## src/rtl/t03_load_store_unit_if.sv

```systemverilog
// Cache/memory bus between the load/store unit (master) and memory (slave).
// One req/ack transaction at a time; rdata is valid in the ack cycle.
interface t03_load_store_unit_if;
  logic        bus_req;
  logic        bus_we;
  logic [31:0] bus_addr;
  logic [31:0] bus_wdata;
  logic [3:0]  bus_sel;
  logic        bus_ack;
  logic [31:0] bus_rdata;

  modport master (
    output bus_req, bus_we, bus_addr, bus_wdata, bus_sel,
    input  bus_ack, bus_rdata
  );

  modport slave (
    input  bus_req, bus_we, bus_addr, bus_wdata, bus_sel,
    output bus_ack, bus_rdata
  );
endinterface

```

## src/rtl/t03_load_store_unit.sv

```systemverilog
// Memory stage behind the ALU: one bus transaction per load/store, stalling the
// core until it completes, with byte-lane steering and load extension.
//
// state | meaning
// IDLE  | waiting for mem_read/mem_write; illegal accesses are rejected here
// REQ   | bus_req held until bus_ack or TIMEOUT request cycles
// DONE  | one-cycle completion pulse, core advances PC
module t03_load_store_unit #(
  parameter int TIMEOUT = 255
) (
  input  logic        clk,
  input  logic        nrst,
  input  logic        mem_read,
  input  logic        mem_write,
  input  logic [2:0]  funct3,
  input  logic [31:0] alu_result,
  input  logic [31:0] rd2,
  t03_load_store_unit_if.master bus,
  output logic        stall,
  output logic        done,
  output logic [31:0] load_data,
  output logic        err_align,
  output logic        err_timeout
);

  localparam int CW = (TIMEOUT < 2) ? 1 : $clog2(TIMEOUT);

  typedef enum logic [1:0] {IDLE, REQ, DONE} state_t;

  state_t        state_q, state_d;
  logic [31:0]   addr_q, addr_d;
  logic          we_q, we_d;
  logic [3:0]    sel_q, sel_d;
  logic [31:0]   wdata_q, wdata_d;
  logic [2:0]    funct3_q, funct3_d;
  logic [1:0]    b_q, b_d;
  logic [CW-1:0] cnt_q, cnt_d;
  logic [31:0]   load_data_q, load_data_d;
  logic          err_align_q, err_align_d;
  logic          err_timeout_q, err_timeout_d;

  logic          access;
  logic          legal;
  logic [1:0]    b_in;
  logic [3:0]    sel_in;
  logic [31:0]   wdata_in;
  logic [31:0]   shifted;
  logic [31:0]   load_ext;

  // Decode the incoming access: legality, byte enables and replicated store data.
  always_comb begin
    access   = mem_read | mem_write;
    b_in     = alu_result[1:0];
    legal    = 1'b1;
    sel_in   = 4'b1111;
    wdata_in = rd2;
    if (funct3[1:0] == 2'b11) legal = 1'b0;
    // Unsigned variants exist only for byte/half loads.
    if (funct3[2] && (mem_write || funct3[1:0] == 2'b10)) legal = 1'b0;
    if (funct3[1:0] == 2'b01 && b_in[0]) legal = 1'b0;
    if (funct3[1:0] == 2'b10 && b_in != 2'b00) legal = 1'b0;
    case (funct3[1:0])
      2'b00: begin
        sel_in   = 4'b0001 << b_in;
        wdata_in = {4{rd2[7:0]}};
      end
      2'b01: begin
        sel_in   = 4'b0011 << b_in;
        wdata_in = {2{rd2[15:0]}};
      end
      default: begin
        sel_in   = 4'b1111;
        wdata_in = rd2;
      end
    endcase
  end

  // Align the read word to the accessed lane and extend to 32 bits.
  always_comb begin
    shifted = bus.bus_rdata >> {b_q, 3'b000};
    case (funct3_q)
      3'b000:  load_ext = {{24{shifted[7]}}, shifted[7:0]};
      3'b100:  load_ext = {24'h0, shifted[7:0]};
      3'b001:  load_ext = {{16{shifted[15]}}, shifted[15:0]};
      3'b101:  load_ext = {16'h0, shifted[15:0]};
      default: load_ext = shifted;
    endcase
  end

  // Next-state and register updates for the transaction FSM.
  always_comb begin
    state_d       = state_q;
    addr_d        = addr_q;
    we_d          = we_q;
    sel_d         = sel_q;
    wdata_d       = wdata_q;
    funct3_d      = funct3_q;
    b_d           = b_q;
    cnt_d         = cnt_q;
    load_data_d   = load_data_q;
    err_align_d   = 1'b0;
    err_timeout_d = 1'b0;
    case (state_q)
      IDLE: begin
        if (access) begin
          if (legal) begin
            state_d  = REQ;
            addr_d   = {alu_result[31:2], 2'b00};
            we_d     = mem_write;
            sel_d    = sel_in;
            wdata_d  = wdata_in;
            funct3_d = funct3;
            b_d      = b_in;
            cnt_d    = '0;
          end else begin
            err_align_d = 1'b1;
          end
        end
      end
      REQ: begin
        // An ack in the last allowed cycle wins over the timeout.
        if (bus.bus_ack) begin
          if (!we_q) load_data_d = load_ext;
          state_d = DONE;
        end else if (cnt_q == CW'(TIMEOUT - 1)) begin
          err_timeout_d = 1'b1;
          if (!we_q) load_data_d = '0;
          state_d = DONE;
        end else begin
          cnt_d = cnt_q + CW'(1);
        end
      end
      DONE:    state_d = IDLE;
      default: state_d = IDLE;
    endcase
  end

  // State and datapath registers; async reset clears everything.
  always_ff @(posedge clk or negedge nrst) begin
    if (!nrst) begin
      state_q       <= IDLE;
      addr_q        <= '0;
      we_q          <= 1'b0;
      sel_q         <= '0;
      wdata_q       <= '0;
      funct3_q      <= '0;
      b_q           <= '0;
      cnt_q         <= '0;
      load_data_q   <= '0;
      err_align_q   <= 1'b0;
      err_timeout_q <= 1'b0;
    end else begin
      state_q       <= state_d;
      addr_q        <= addr_d;
      we_q          <= we_d;
      sel_q         <= sel_d;
      wdata_q       <= wdata_d;
      funct3_q      <= funct3_d;
      b_q           <= b_d;
      cnt_q         <= cnt_d;
      load_data_q   <= load_data_d;
      err_align_q   <= err_align_d;
      err_timeout_q <= err_timeout_d;
    end
  end

  // Outputs decode from state so bus_req/stall drop as soon as reset asserts.
  always_comb begin
    bus.bus_req   = (state_q == REQ);
    bus.bus_we    = (state_q == REQ) & we_q;
    bus.bus_addr  = addr_q;
    bus.bus_wdata = wdata_q;
    bus.bus_sel   = sel_q;
    stall         = ((state_q == IDLE) & access & legal) | (state_q == REQ);
    done          = (state_q == DONE);
    load_data     = load_data_q;
    err_align     = err_align_q;
    err_timeout   = err_timeout_q;
  end

endmodule

```

## src/flat_wrapper.sv

```systemverilog
// flat-port wrapper written by rule: the top's interface ports become plain ports
module t03_load_store_unit_flat 
#(
  parameter int TIMEOUT = 255
)
  (clk, nrst, mem_read, mem_write, funct3, alu_result, rd2, stall, done, load_data, err_align, err_timeout, bus_bus_req, bus_bus_we, bus_bus_addr, bus_bus_wdata, bus_bus_sel, bus_bus_ack, bus_bus_rdata);
  t03_load_store_unit_if bus_i ();
  input  logic clk;
  input  logic nrst;
  input  logic mem_read;
  input  logic mem_write;
  input  logic [2:0] funct3;
  input  logic [31:0] alu_result;
  input  logic [31:0] rd2;
  output logic stall;
  output logic done;
  output logic [31:0] load_data;
  output logic err_align;
  output logic err_timeout;
  output wire logic [$bits(bus_i.bus_req)-1:0] bus_bus_req;
  output wire logic [$bits(bus_i.bus_we)-1:0] bus_bus_we;
  output wire logic [$bits(bus_i.bus_addr)-1:0] bus_bus_addr;
  output wire logic [$bits(bus_i.bus_wdata)-1:0] bus_bus_wdata;
  output wire logic [$bits(bus_i.bus_sel)-1:0] bus_bus_sel;
  input wire logic [$bits(bus_i.bus_ack)-1:0] bus_bus_ack;
  input wire logic [$bits(bus_i.bus_rdata)-1:0] bus_bus_rdata;
  assign bus_bus_req = bus_i.bus_req;
  assign bus_bus_we = bus_i.bus_we;
  assign bus_bus_addr = bus_i.bus_addr;
  assign bus_bus_wdata = bus_i.bus_wdata;
  assign bus_bus_sel = bus_i.bus_sel;
  assign bus_i.bus_ack = bus_bus_ack;
  assign bus_i.bus_rdata = bus_bus_rdata;
  t03_load_store_unit #(.TIMEOUT(TIMEOUT)) u_core (.clk(clk), .nrst(nrst), .mem_read(mem_read), .mem_write(mem_write), .funct3(funct3), .alu_result(alu_result), .rd2(rd2), .bus(bus_i), .stall(stall), .done(done), .load_data(load_data), .err_align(err_align), .err_timeout(err_timeout));
endmodule
```

## config.mk

```make
export PLATFORM = sky130hd
export DESIGN_NAME = t03_load_store_unit_flat
export DESIGN_NICKNAME = d
export VERILOG_FILES = /design/src/rtl/t03_load_store_unit_if.sv /design/src/rtl/t03_load_store_unit.sv /design/src/flat_wrapper.sv
export SDC_FILE = /design/constraint.sdc
export NUM_CORES = 1
export LEC_CHECK = 0
export BUFFER_PORTS_ARGS = -buffer_cell sky130_fd_sc_hd__buf_2
export CAP_MARGIN = 0
export CORE_MARGIN = 2
export CORE_UTILIZATION = 30
export CTS_CLUSTER_DIAMETER = 80
export DETAILED_ROUTE_END_ITERATION = 7
export GPL_TIMING_DRIVEN = 0
export PLACE_DENSITY_LB_ADDON = 0.15
export SKIP_CTS_REPAIR_TIMING = 1
export SLEW_MARGIN = 25
export SYNTH_ARGS = -nofsm -noshare
export SYNTH_HDL_FRONTEND = slang
export SYNTH_SLANG_ARGS = --single-unit
```

## constraint.sdc

```tcl
create_clock -name clk -period 2.39 [get_ports clk]
set_input_delay 0.1195 -clock clk [delete_from_list [all_inputs] [get_ports clk]]
set_output_delay 0.1195 -clock clk [all_outputs]
set_load 0.005 [all_outputs]
```

==> metrics.md, run 1 <==
| Metric | Value |
|---|---|
| Aggregate negative setup slack | `0 ps` |
| Required time at the worst-slack endpoint | `2730 ps` |
| Startpoint of the worst hold path | `rd2[22]` |
| DR vias/cell | `a little under 5` |
| Failing checks | `negative hold slack` |
| Clock skew after layout | `12.90 ps` |
| Max Root-Sink Buffers | `2` |
| Post-Syn Area | `5430 um^2` |
| Clock tree from TritonCTS | `done` |
| Filler Cells Inserted | `roughly 1700` |
| Cell count of the worst reg-to-reg path | `7` |
| IR Drop Worst-Case VDD | `approximately 0.5 mV` |
| Hold Path Depth | `3` |
| Result of the run | `finished with violations` |
| Kind of end point of the critical path | `register` |
| Worst Max-Slew Pin Slew | `slightly below 800 ps` |
| Die X | `between 100 and 150 um` |
| Synth Instances | `462` |
| Power per Cell Area | `around 1100 nW/um^2` |
| Via count | `roughly 4700` |
| First-pass iteration count of the detailed router | `5` |
| Ratio of cells with drive above 1 in the final layout | `0.3570` |
| Final critical path time including I/O delays and setup | `between 2000 and 2500 ps` |
| Sequential element share of the synthesized area | `0.5346` |
| Highest achievable clock rate | `around 0.45 GHz` |
| Number of nets at the end of the flow | `840` |
| Final Cycle Share | `0.9254` |
| Terminus of the critical flop-to-flop path | `u_core.load_data[29]` |
| Worst Path Max Fanout | `10` |
| Area taken by multi-input logic gates | `approximately 2400 um^2` |
| Syn-to-layout area delta | `44.56%` |
| Post-layout worst setup margin | `between 150 and 200 ps` |
| Vertical extent of the die | `138.5 um` |
| Cell leakage power | `between 0.003 and 0.004 uW` |
| Pre-CTS setup slack | `23.73 ps` |
| Classification of the worst setup path | `register to register` |
| Worst min-delay path endpoint | `u_core.bus.bus_wdata[22]` |
| DRC Markers | `0` |
| Library cells used by synthesis | `45` |
| Sequential cell area | `roughly 2900 um^2` |
| Overall Global Routing Usage | `0.1722` |
| HPWL reported at the end of detailed placement | `between 10000 and 15000 um` |
| Post-Route Hold Slack | `-7.240 ps` |
| CORE AREA | `roughly 18000 um^2` |
| Latest clock arrival within the worst-skew pair | `between 400 and 500 ps` |
| Gp weighted congestion | `between 0.8 and 0.9` |
| Number of port buffers | `206` |
| Post-Route WL | `around 17000 um` |
| HP Class | `input pin to register` |
| Buffer cell driving the clock tree root | `sky130_fd_sc_hd__clkbuf_16` |
| Inserted Clock Buffers | `17` |
| Internal reg-to-reg setup slack | `180 ps` |
| Proportion of register bits with asynchronous set or reset after synthesis | `1.000` |
| Final Slew Violations | `0` |
| Post-synthesis area per instance | `11.75 um^2` |
| Share of Yosys cell area claimed by the top area cell type | `0.5346` |
| CTS Sinks | `between 100 and 150` |
| Clock transition time at the flip-flop clock pins of the worst setup and hold paths | `60 ps` |
| Crit start category | `register` |
| Tightest slew margin relative to the limit | `0.4737` |
| Overflow left after global routing | `0` |
| Antenna violations before repair | `3` |
| Hold violation total from the final report | `4` |
| First-pass GRT wire length | `between 20000 and 30000 um` |
| Setup repair after global routing missed its margin | `no` |
| Number of violations of the max-capacitance limit | `0` |
| Register bit total from synthesis | `approximately 120` |
| Number of nets with antenna violations after detailed routing | `0` |
| Die area | `about 19000 um^2` |
| Most instantiated flip-flop cell in the synthesis netlist | `sky130_fd_sc_hd__dfrtp_1` |
| Maximum level of the CTS H-tree | `4` |
| Largest net degree at the start of global routing | `just over 90` |
| Setup Viol. Count Final | `0` |
| Post-Route Utilization | `0.4400` |
| Number of enable flip-flop cells after synthesis | `0` |
| Initial standard-cell utilization of the core | `0.3044` |
| Via count of the first global-routing pass | `4846` |
| Start of the worst register-to-register path | `u_core.cnt_q[0]` |
| CP arrival | `2560 ps` |
| Largest cells by area after synthesis | `sky130_fd_sc_hd__dfrtp_1 53%, sky130_fd_sc_hd__mux2_1 8.9%, sky130_fd_sc_hd__mux2i_1 7.6%` |
| Rows | `49` |
| Count of warnings emitted by yosys | `0` |
| 1st-iter DRT viols | `~170` |
| Biggest area consumer among synthesized cells | `sky130_fd_sc_hd__dfrtp_1` |
| Average detailed-routed wire length per instance | `around 17 um` |
| I/O pin total | `210` |
-- flip-flops by register name, summed over array words and instances, names as in the netlist --
register              cells
u_core.bus.bus_wdata     32
u_core.load_data         32
u_core.bus.bus_addr      30
u_core.cnt_q              8
u_core.bus.bus_sel        4
u_core.funct3_q           3
u_core.b_q                2
u_core.state_q            2
u_core.err_align          1
u_core.err_timeout        1
u_core.we_q               1
-- layout by cell type (no fill, tap or decap), types with 3 or more instances in the layout --
cell type and instances:
sky130_fd_sc_hd__a21oi_1 19, sky130_fd_sc_hd__buf_1 3, sky130_fd_sc_hd__o211ai_1 3, sky130_fd_sc_hd__inv_1 4, sky130_fd_sc_hd__a221o_1 15, sky130_fd_sc_hd__a21o_1 9
sky130_fd_sc_hd__nor2_1 25, sky130_fd_sc_hd__nand3_1 3, sky130_fd_sc_hd__mux2_1 43, sky130_fd_sc_hd__o21ai_0 33, sky130_fd_sc_hd__clkbuf_16 17, sky130_fd_sc_hd__dfrtp_1 116
sky130_fd_sc_hd__buf_2 212, sky130_fd_sc_hd__xor2_1 3, sky130_fd_sc_hd__clkinvlp_4 3, sky130_fd_sc_hd__nor2b_1 5, sky130_fd_sc_hd__clkbuf_1 18, sky130_fd_sc_hd__o2bb2ai_1 16
sky130_fd_sc_hd__and3_1 4, sky130_fd_sc_hd__mux2_2 7, sky130_fd_sc_hd__clkinv_4 3, sky130_fd_sc_hd__bufinv_16 3, sky130_fd_sc_hd__dlygate4sd3_1 45, sky130_fd_sc_hd__o2111a_1 7
sky130_fd_sc_hd__nor3_1 4, sky130_fd_sc_hd__nand2_1 42, sky130_fd_sc_hd__mux2i_1 41
-- metal layers --
metal | GRT usage | wire length [um] | share of wire | vias up
li1 | - | - | - | 2246
met1 | 0.2055 | 7093 | 0.43 | 2244
met2 | 0.2702 | 7702 | 0.46 | 202
met3 | 0.08011 | 1445 | 0.087 | 31
met4 | 0.06928 | 375 | 0.023 | 4
met5 | 0 | 27 | 0.0016 | -
-- cell type report --
| class | instances | share of cell area |
|---|---|---|
| clock inverters | 12 | 0.02008 |
| plain buffers | 32 | 0.01929 |
| multi-input cells | 311 | 0.3027 |
| inverters | 4 | 0.001913 |
| well taps | 229 | 0.03650 |
| repair buffers | 252 | 0.1935 |
| diodes | 1 | 0.0003188 |
| flip-flops and latches | 116 | 0.3698 |
| clock buffers | 18 | 0.05595 |
-- worst max-delay path by stage --
| stage | startpoint | to | slack, ps | depth (start not counted) |
|---|---|---|---|---|
| final | u_core.cnt_q[0] | u_core.load_data[29] | 180 | 7 |
| after global routing | u_core.cnt_q[0] | u_core.load_data[29] | 20 | 7 |
| after CTS | u_core.state_q[1] | u_core.load_data[29] | 10 | 5 |
| after detailed placement | u_core.state_q[1] | u_core.load_data[29] | 20 | 5 |
| after global placement | nrst | u_core.bus.bus_wdata[5] | -320 | 1 |
| after floorplan | u_core.b_q[0] | u_core.load_data[17] | 560 | 6 |
-- cell families after synthesis --
logic type,share of synthesized area
adder cells (fa/ha/maj),0.004608
other,0.0006906
flip-flops,0.5346
XOR/XNOR,0.004840
buffers and inverters,0.03064
multiplexers,0.1876
AND/OR/NAND/NOR,0.08802
AO/OA/AOI/OAI,0.1491
-- worst max-delay path, cell delays in order (launching register included) --
cell and delay, ps:
sky130_fd_sc_hd__dfrtp_1 400, sky130_fd_sc_hd__inv_1 90, sky130_fd_sc_hd__ha_1 210, sky130_fd_sc_hd__nand4_1 230, sky130_fd_sc_hd__nor2_1 90, sky130_fd_sc_hd__o21ai_1 400, sky130_fd_sc_hd__clkbuf_1 450, sky130_fd_sc_hd__a221o_1 250
-- synth_stat cells, types with 3 or more instances --
master	number
sky130_fd_sc_hd__a21o_1	9
sky130_fd_sc_hd__a21oi_1	19
sky130_fd_sc_hd__a221o_1	15
sky130_fd_sc_hd__and3_1	4
sky130_fd_sc_hd__buf_1	3
sky130_fd_sc_hd__buf_2	7
sky130_fd_sc_hd__clkbuf_1	18
sky130_fd_sc_hd__dfrtp_1	116
sky130_fd_sc_hd__inv_1	4
sky130_fd_sc_hd__mux2_1	43
sky130_fd_sc_hd__mux2_2	7
sky130_fd_sc_hd__mux2i_1	41
sky130_fd_sc_hd__nand2_1	42
sky130_fd_sc_hd__nand3_1	3
sky130_fd_sc_hd__nor2_1	27
sky130_fd_sc_hd__nor2b_1	5
sky130_fd_sc_hd__nor3_1	4
sky130_fd_sc_hd__o2111a_1	7
sky130_fd_sc_hd__o211ai_1	3
sky130_fd_sc_hd__o21ai_0	33
sky130_fd_sc_hd__o2bb2ai_1	16
sky130_fd_sc_hd__xor2_1	3
-- where the power goes --
| group | internal (uW) | switching, uW |
|---|---|---|
| sequential | 2700 | 439 |
| clock | 1660 | 930 |
| combinational | 1310 | 1240 |
-- per-stage QoR --
step / cell area [um^2] / power (uW) / instances
after floorplan: 5434 / 4409 / 463
after global placement: 6751 / 5603 / 898
after detailed placement: 6789 / 5676 / 899
after CTS: 7386 / 8314 / 929
after global routing: 7848 / 8814 / 974
final: 7850 / 8270 / 975
Note: power is estimated with default switching activity, not from simulation.
==> inputs of run 2 (changes only) <==
==> constraint.sdc (replaced) <==
create_clock -name clk -period 2.39 [get_ports clk]
set_input_delay 0.239 -clock clk [delete_from_list [all_inputs] [get_ports clk]]
set_output_delay 0.239 -clock clk [all_outputs]
set_load 0.005 [all_outputs]
==> run 2 against run 1 <==
  * The flow now finishes without violations
  * Largest cell class unchanged
  * Clock power barely moved
  * Maximum frequency down 0.15%
  * Sequential cell count unchanged
  * Clock skew decreased by 1.1 ps
  * Clock-buffer cell count unchanged
==> metrics.md, run 2 (synthesis results as in run 1) <==
| Metric | Value |
|---|---|
| Result of the run | `finished, final reports clean` |
| HP Class | `input pin to register` |
| Worst min-delay path endpoint | `u_core.bus.bus_addr[13]` |
| Internal reg-to-reg setup slack | `about 170 ps` |
| DRC Markers | `0` |
| Startpoint of the worst hold path | `alu_result[13]` |
| Antenna violations before repair | `3` |
| Critical Path Slowest Stage Cell | `sky130_fd_sc_hd__clkbuf_1` |
| Number of standard cells in the final layout excluding fillers | `930` |
| Clock Power Share | `0.315` |
| Overflow left after global routing | `0` |
| Max Root-Sink Buffers | `2` |
| Cell leakage power | `~0.0037 uW` |
| Via count of the first global-routing pass | `slightly below 5000` |
| Clock tree from TritonCTS | `done` |
| Placed Area | `slightly below 7000 um^2` |
| Worst Max-Slew Pin Slew | `around 930 ps` |
| Ratio of cells with drive above 1 in the final layout | `0.3800` |
| Number of port buffers | `between 200 and 250` |
| CTS Sinks | `approximately 120` |
| Hold violation total from the final report | `0` |
| Maximum level of the CTS H-tree | `4` |
| CORE AREA | `around 18000 um^2` |
| Post-Route Hold Slack | `about 36 ps` |
| HPWL reported at the end of detailed placement | `12230 um` |
| 1st-iter DRT viols | `approximately 170` |
| Classification of the worst setup path | `register to register` |
| Vertical extent of the die | `between 100 and 150 um` |
| Buffer cell driving the clock tree root | `sky130_fd_sc_hd__clkbuf_16` |
| Required time at the worst-slack endpoint | `about 2700 ps` |
| Latest clock arrival within the worst-skew pair | `around 410 ps` |
| CP max stage delay | `between 400 and 500 ps` |
| Initial standard-cell utilization of the core | `0.3044` |
| # placed instances | `about 900` |
| Busiest layer in global routing | `met2` |
| GR Util met1 | `0.2055` |
| Post-layout worst setup margin | `between 150 and 200 ps` |
| Syn-to-layout area delta | `36.38%` |
| Via count | `4541` |
| Clock transition time at the flip-flop clock pins of the worst setup and hold paths | `60 ps` |
| Die X | `about 140 um` |
| Final Cycle Share | `0.9268` |
| Sequential cell area | `2903 um^2` |
| Cell count of the worst reg-to-reg path | `7` |
| First-pass iteration count of the detailed router | `4` |
| Highest achievable clock rate | `0.4515 GHz` |
| Tightest slew margin relative to the limit | `0.3783` |
| DR vias/cell | `4.883` |
| Commonest non-fill, non-tap cells in the layout | `212 x sky130_fd_sc_hd__buf_2, 116 x sky130_fd_sc_hd__dfrtp_1, 43 x sky130_fd_sc_hd__mux2_1` |
| Met2 capacity usage during global routing | `0.2702` |
| Clock skew after layout | `around 12 ps` |
| Switching share of power | `0.3149` |
| CP arrival | `between 2000 and 3000 ps` |
| Crit path max-delay family | `compound AO/OA/AOI/OAI gates` |
| Area taken by multi-input logic gates | `~2400 um^2` |
| Crit start category | `register` |
| Net switching power of the design | `2581 uW` |
| Final critical path time including I/O delays and setup | `2215 ps` |
| Proportion of power drawn by flip-flops and latches | `0.383` |
| IR Drop Worst-Case VDD | `0.4941 mV` |
| Gp weighted congestion | `about 0.87` |
| Number of nets at the end of the flow | `795` |
| Power per Cell Area | `about 1100 nW/um^2` |
| Terminus of the critical flop-to-flop path | `u_core.load_data[29]` |
| Commonest non-fill, non-tap cell in the layout | `sky130_fd_sc_hd__buf_2` |
| Setup repair after global routing missed its margin | `no` |
| Kind of end point of the critical path | `register` |
| Number of violations of the max-capacitance limit | `0` |
| Largest net degree at the start of global routing | `a little over 90` |
| Critical path buffers and inverters | `2` |
| Logic gate share of total power | `0.303` |
| Hold Path Depth | `2` |
| Met3 Use GR | `0.08011` |
| Overall Global Routing Usage | `0.1722` |
| Die area | `19190 um^2` |
| Pre-CTS setup slack | `roughly 24 ps` |
| First-pass GRT wire length | `around 26000 um` |
| Filler Cells Inserted | `around 1800` |
| Average detailed-routed wire length per instance | `17.46 um` |
| Number of nets with antenna violations after detailed routing | `0` |
| Final Slew Violations | `0` |
| Cell breakdown of the critical path | `inv_1 > ha_1 > nand4_1 > nor2_1 > o21ai_1 > clkbuf_1 > a221o_1` |
| Worst Path Max Fanout | `10` |
| Start of the worst register-to-register path | `u_core.cnt_q[0]` |
| Inserted Clock Buffers | `17` |
| Rows | `49` |
| I/O pin total | `210` |
| Power Internal | `5615 uW` |
| Post-Route WL | `16240 um` |
| Final Cell Area | `approximately 7400 um^2` |
| Setup Viol. Count Final | `0` |
run 2: area by class of cell:
class | instances | share of cell area
clock buffers | 18 | 0.05930
plain buffers | 31 | 0.01994
flip-flops and latches | 116 | 0.3920
multi-input cells | 311 | 0.3208
inverters | 4 | 0.002027
repair buffers | 208 | 0.1456
diodes | 1 | 0.0003379
clock inverters | 12 | 0.02129
well taps | 229 | 0.03869
run 2: how the worst max path moves through the flow:
stage,to,from,slack (ps),cells after the start
6_report,u_core.load_data[29],u_core.cnt_q[0],170,7
5_1_grt,u_core.load_data[29],u_core.cnt_q[0],20,7
4_1_cts,u_core.load_data[29],u_core.state_q[1],10,5
3_5_place_dp,u_core.load_data[29],u_core.state_q[1],20,5
3_3_place_gp,u_core.bus.bus_wdata[5],nrst,-440,1
2_1_floorplan,u_core.load_data[17],u_core.b_q[0],560,6
run 2: through the flow:
stage	util	power (uW)	setup TNS, ps
after global placement	0.3784	5603	-50070
final	0.4151	8196	0
after CTS	0.4140	8314	0
after detailed placement	0.3805	5676	0
after global routing	0.4150	8738	0
after floorplan	-	4409	0
run 2: worst reg2reg max path: stages (launching register included):
cell and delay (ps):
sky130_fd_sc_hd__dfrtp_1 400, sky130_fd_sc_hd__inv_1 90, sky130_fd_sc_hd__ha_1 210, sky130_fd_sc_hd__nand4_1 230, sky130_fd_sc_hd__nor2_1 90, sky130_fd_sc_hd__o21ai_1 400, sky130_fd_sc_hd__clkbuf_1 460, sky130_fd_sc_hd__a221o_1 250
run 2: metal layers:
metal,vias to the layer above,routed length (um)
met3,27,1588
met5,-,24
li1,2154,-
met2,198,7396
met4,4,333
met1,2158,6892
run 2: power by group through the flow:
stage | Combinational, uW | Sequential (uW) | Clock [uW]
2_1_floorplan | 1240 | 3170 | 0
3_3_place_gp | 2470 | 3140 | 0
3_5_place_dp | 2520 | 3160 | 0
4_1_cts | 2520 | 3140 | 2650
5_1_grt | 2740 | 3230 | 2760
6_report | 2480 | 3140 | 2580
==> inputs of run 3 (changes only) <==
--- a/config.mk
+++ b/config.mk
@@ -7,6 +7,8 @@
 export LEC_CHECK = 0
 export BUFFER_PORTS_ARGS = -buffer_cell sky130_fd_sc_hd__buf_2
 export CAP_MARGIN = 0
+export CELL_PAD_IN_SITES_DETAIL_PLACEMENT = 1
+export CELL_PAD_IN_SITES_GLOBAL_PLACEMENT = 2
 export CORE_MARGIN = 2
 export CORE_UTILIZATION = 30
 export CTS_CLUSTER_DIAMETER = 80
@@ -18,3 +20,4 @@
 export SYNTH_ARGS = -nofsm -noshare
 export SYNTH_HDL_FRONTEND = slang
 export SYNTH_SLANG_ARGS = --single-unit
+export TNS_END_PERCENT = 10
==> constraint.sdc (replaced) <==
create_clock -name clk -period 2.8 [get_ports clk]
set_input_delay 0.28 -clock clk [delete_from_list [all_inputs] [get_ports clk]]
set_output_delay 0.28 -clock clk [all_outputs]
set_load 0.005 [all_outputs]
==> run 3 against run 2 <==
  * Global-route usage increased by 2.0 points
  * Die area unchanged
  * Highest routed layer is now met4
  * Sequential power decreased by 15%
  * Power decreased by 17%
  * Sequential share of layout area increased by 0.34 points
  * Via count increased by 2.6%
  * Final cell count increased by 0.22%
  * Cell area decreased by 0.86%
  * Sequential cell count unchanged
  * Core utilization decreased by 0.36 points
  * Setup slack improved by 240 ps
  * First-iteration DRC count decreased by 6.9%
==> metrics.md, run 3 (synthesis results as in run 1) <==
| Metric | Value |
|---|---|
| Number of nets at the end of the flow | `roughly 800` |
| Post-Route Hold Slack | `approximately 75 ps` |
| Setup Viol. Count Final | `0` |
| Vertical extent of the die | `~140 um` |
| Syn-to-layout area delta | `35.21%` |
| First-pass GRT wire length | `28920 um` |
| Endpoint of the worst setup timing path | `stall` |
| Number of nets with antenna violations after detailed routing | `0` |
| Rows | `slightly below 50` |
| Routed length on met1 | `about 7800 um` |
| Detailed route wirelength on metal3 | `between 900 and 1000 um` |
| Final Cycle Share | `0.8521` |
| I/O pin total | `210` |
| Worst Path Max Fanout | `10` |
| Number of port buffers | `slightly above 200` |
| Highest achievable clock rate | `0.4191 GHz` |
| Final critical path time including I/O delays and setup | `2386 ps` |
| Latest clock arrival within the worst-skew pair | `approximately 400 ps` |
| Average detailed-routed wire length per instance | `approximately 19 um` |
| Filler Cells Inserted | `about 2100` |
| Post-Route WL | `approximately 18000 um` |
| Maximum level of the CTS H-tree | `4` |
| Hold violation total from the final report | `0` |
| Commonest non-fill, non-tap cell in the layout | `sky130_fd_sc_hd__buf_2` |
| HPWL reported at the end of detailed placement | `13680 um` |
| Classification of the worst setup path | `register to output port` |
| Startpoint of the worst hold path | `alu_result[20]` |
| Overall Global Routing Usage | `0.1921` |
| Commonest non-fill, non-tap cells in the layout | `212 x sky130_fd_sc_hd__buf_2, 116 x sky130_fd_sc_hd__dfrtp_1, 43 x sky130_fd_sc_hd__mux2_1` |
| Inserted Clock Buffers | `17` |
| HP Class | `input pin to register` |
| CORE AREA | `17840 um^2` |
| Routed wire length on met2 | `8741 um` |
| Via count of the first global-routing pass | `just over 5000` |
| Start of the worst register-to-register path | `u_core.state_q[1]` |
| Worst Max-Slew Pin Slew | `about 800 ps` |
| IR Drop Worst-Case VDD | `roughly 0.46 mV` |
| Die area | `around 19000 um^2` |
| Start point of the critical path | `u_core.state_q[0]` |
| Clock skew after layout | `between 10 and 15 ps` |
| Buffer cell driving the clock tree root | `sky130_fd_sc_hd__clkbuf_16` |
| Gp weighted congestion | `about 0.8` |
| Number of violations of the max-capacitance limit | `0` |
| Required time at the worst-slack endpoint | `2520 ps` |
| Internal reg-to-reg setup slack | `470 ps` |
| Via count | `about 4700` |
| Initial standard-cell utilization of the core | `0.3044` |
| DRC Markers | `0` |
| Setup repair after global routing missed its margin | `no` |
| Power per Cell Area | `a little over 900 nW/um^2` |
| Terminus of the critical flop-to-flop path | `u_core.load_data[24]` |
| Cell count of the worst reg-to-reg path | `5` |
| Cell leakage power | `0.003643 uW` |
| CTS Sinks | `about 120` |
| Clock transition time at the flip-flop clock pins of the worst setup and hold paths | `~50 ps` |
| Tightest slew margin relative to the limit | `0.4646` |
| Die X | `between 100 and 150 um` |
| Post-Route Utilization | `0.4115` |
| Result of the run | `finished, final reports clean` |
| First-pass iteration count of the detailed router | `4` |
| Final Slew Violations | `0` |
| Largest net degree at the start of global routing | `~80` |
| Antenna violations before repair | `0` |
| Ratio of cells with drive above 1 in the final layout | `0.3775` |
| Max Root-Sink Buffers | `2` |
| Top routing layer used | `met4` |
| 1st-iter DRT viols | `about 160` |
| Clock tree from TritonCTS | `done` |
| Crit start category | `register` |
| DR vias/cell | `between 4 and 5` |
| CP arrival | `2110 ps` |
| Overflow left after global routing | `0` |
| Kind of end point of the critical path | `output port` |
-- run 3: cell types whose count changed in the layout (fill, tap and decap cells not counted) --
cell,change
sky130_fd_sc_hd__bufinv_16,-3
sky130_fd_sc_hd__nor3b_2,+1
sky130_fd_sc_hd__clkbuf_8,+1
sky130_fd_sc_hd__clkinv_4,-1
sky130_fd_sc_hd__clkinvlp_4,+3
sky130_fd_sc_hd__nor3b_4,-1
sky130_fd_sc_hd__nor2_1,+1
sky130_fd_sc_hd__nor2_2,-1
sky130_fd_sc_hd__clkbuf_1,+2
-- run 3: how the worst min path moves through the flow --
stage | endpoint | cells after the start | slack [ps]
3_5_place_dp | u_core.load_data[0] | 1 | 190
3_3_place_gp | u_core.load_data[1] | 1 | 460
2_1_floorplan | u_core.b_q[0] | 0 | -20
5_1_grt | u_core.bus.bus_addr[30] | 2 | 70
6_report | u_core.bus.bus_addr[20] | 2 | 80
4_1_cts | u_core.load_data[0] | 1 | -260
-- run 3: layout make-up --
type	count	area (um^2)	share of cell area
diodes	1	2.502	0.0003408
plain buffers	32	151.4	0.02062
clock buffers	20	456.7	0.06220
clock inverters	11	81.33	0.01108
inverters	4	15.01	0.002045
multi-input cells	311	2367	0.3224
flip-flops and latches	116	2903	0.3954
well taps	229	286.5	0.03903
repair buffers	208	1079	0.1469
-- run 3: critical path, stage by stage, from the launching register on --
cell and delay, ps:
sky130_fd_sc_hd__dfrtp_1 420, sky130_fd_sc_hd__nor2_1 310, sky130_fd_sc_hd__o221ai_2 340, sky130_fd_sc_hd__clkbuf_1 370, sky130_fd_sc_hd__nand2_1 130, sky130_fd_sc_hd__buf_2 120
-- run 3: per-stage QoR --
stage	total power, uW	setup WS, ps	setup TNS [ps]	instances	cell area [um^2]
after global routing	7263	189.7	0	931	7340
final	6791	414.0	0	932	7342
after global placement	4791	-103.4	-10490	898	6751
after floorplan	3763	973.1	0	463	5434
after CTS	6901	367.0	0	930	7327
after detailed placement	4898	483.6	0	899	6789
-- run 3: where the power goes --
group	total [uW]	internal (uW)	leakage (uW)	switching (uW)
registers	2670	2300	0.00144	366
logic	2150	1070	0.00196	1080
clock network	1970	1170	0.000247	796
-- run 3: metal layers --
layer / global-route usage / up-vias
li1: - / 2147
met1: 0.2429 / 2341
met2: 0.3236 / 147
met3: 0.04869 / 22
met4: 0.06176 / 0
met5: 0 / -
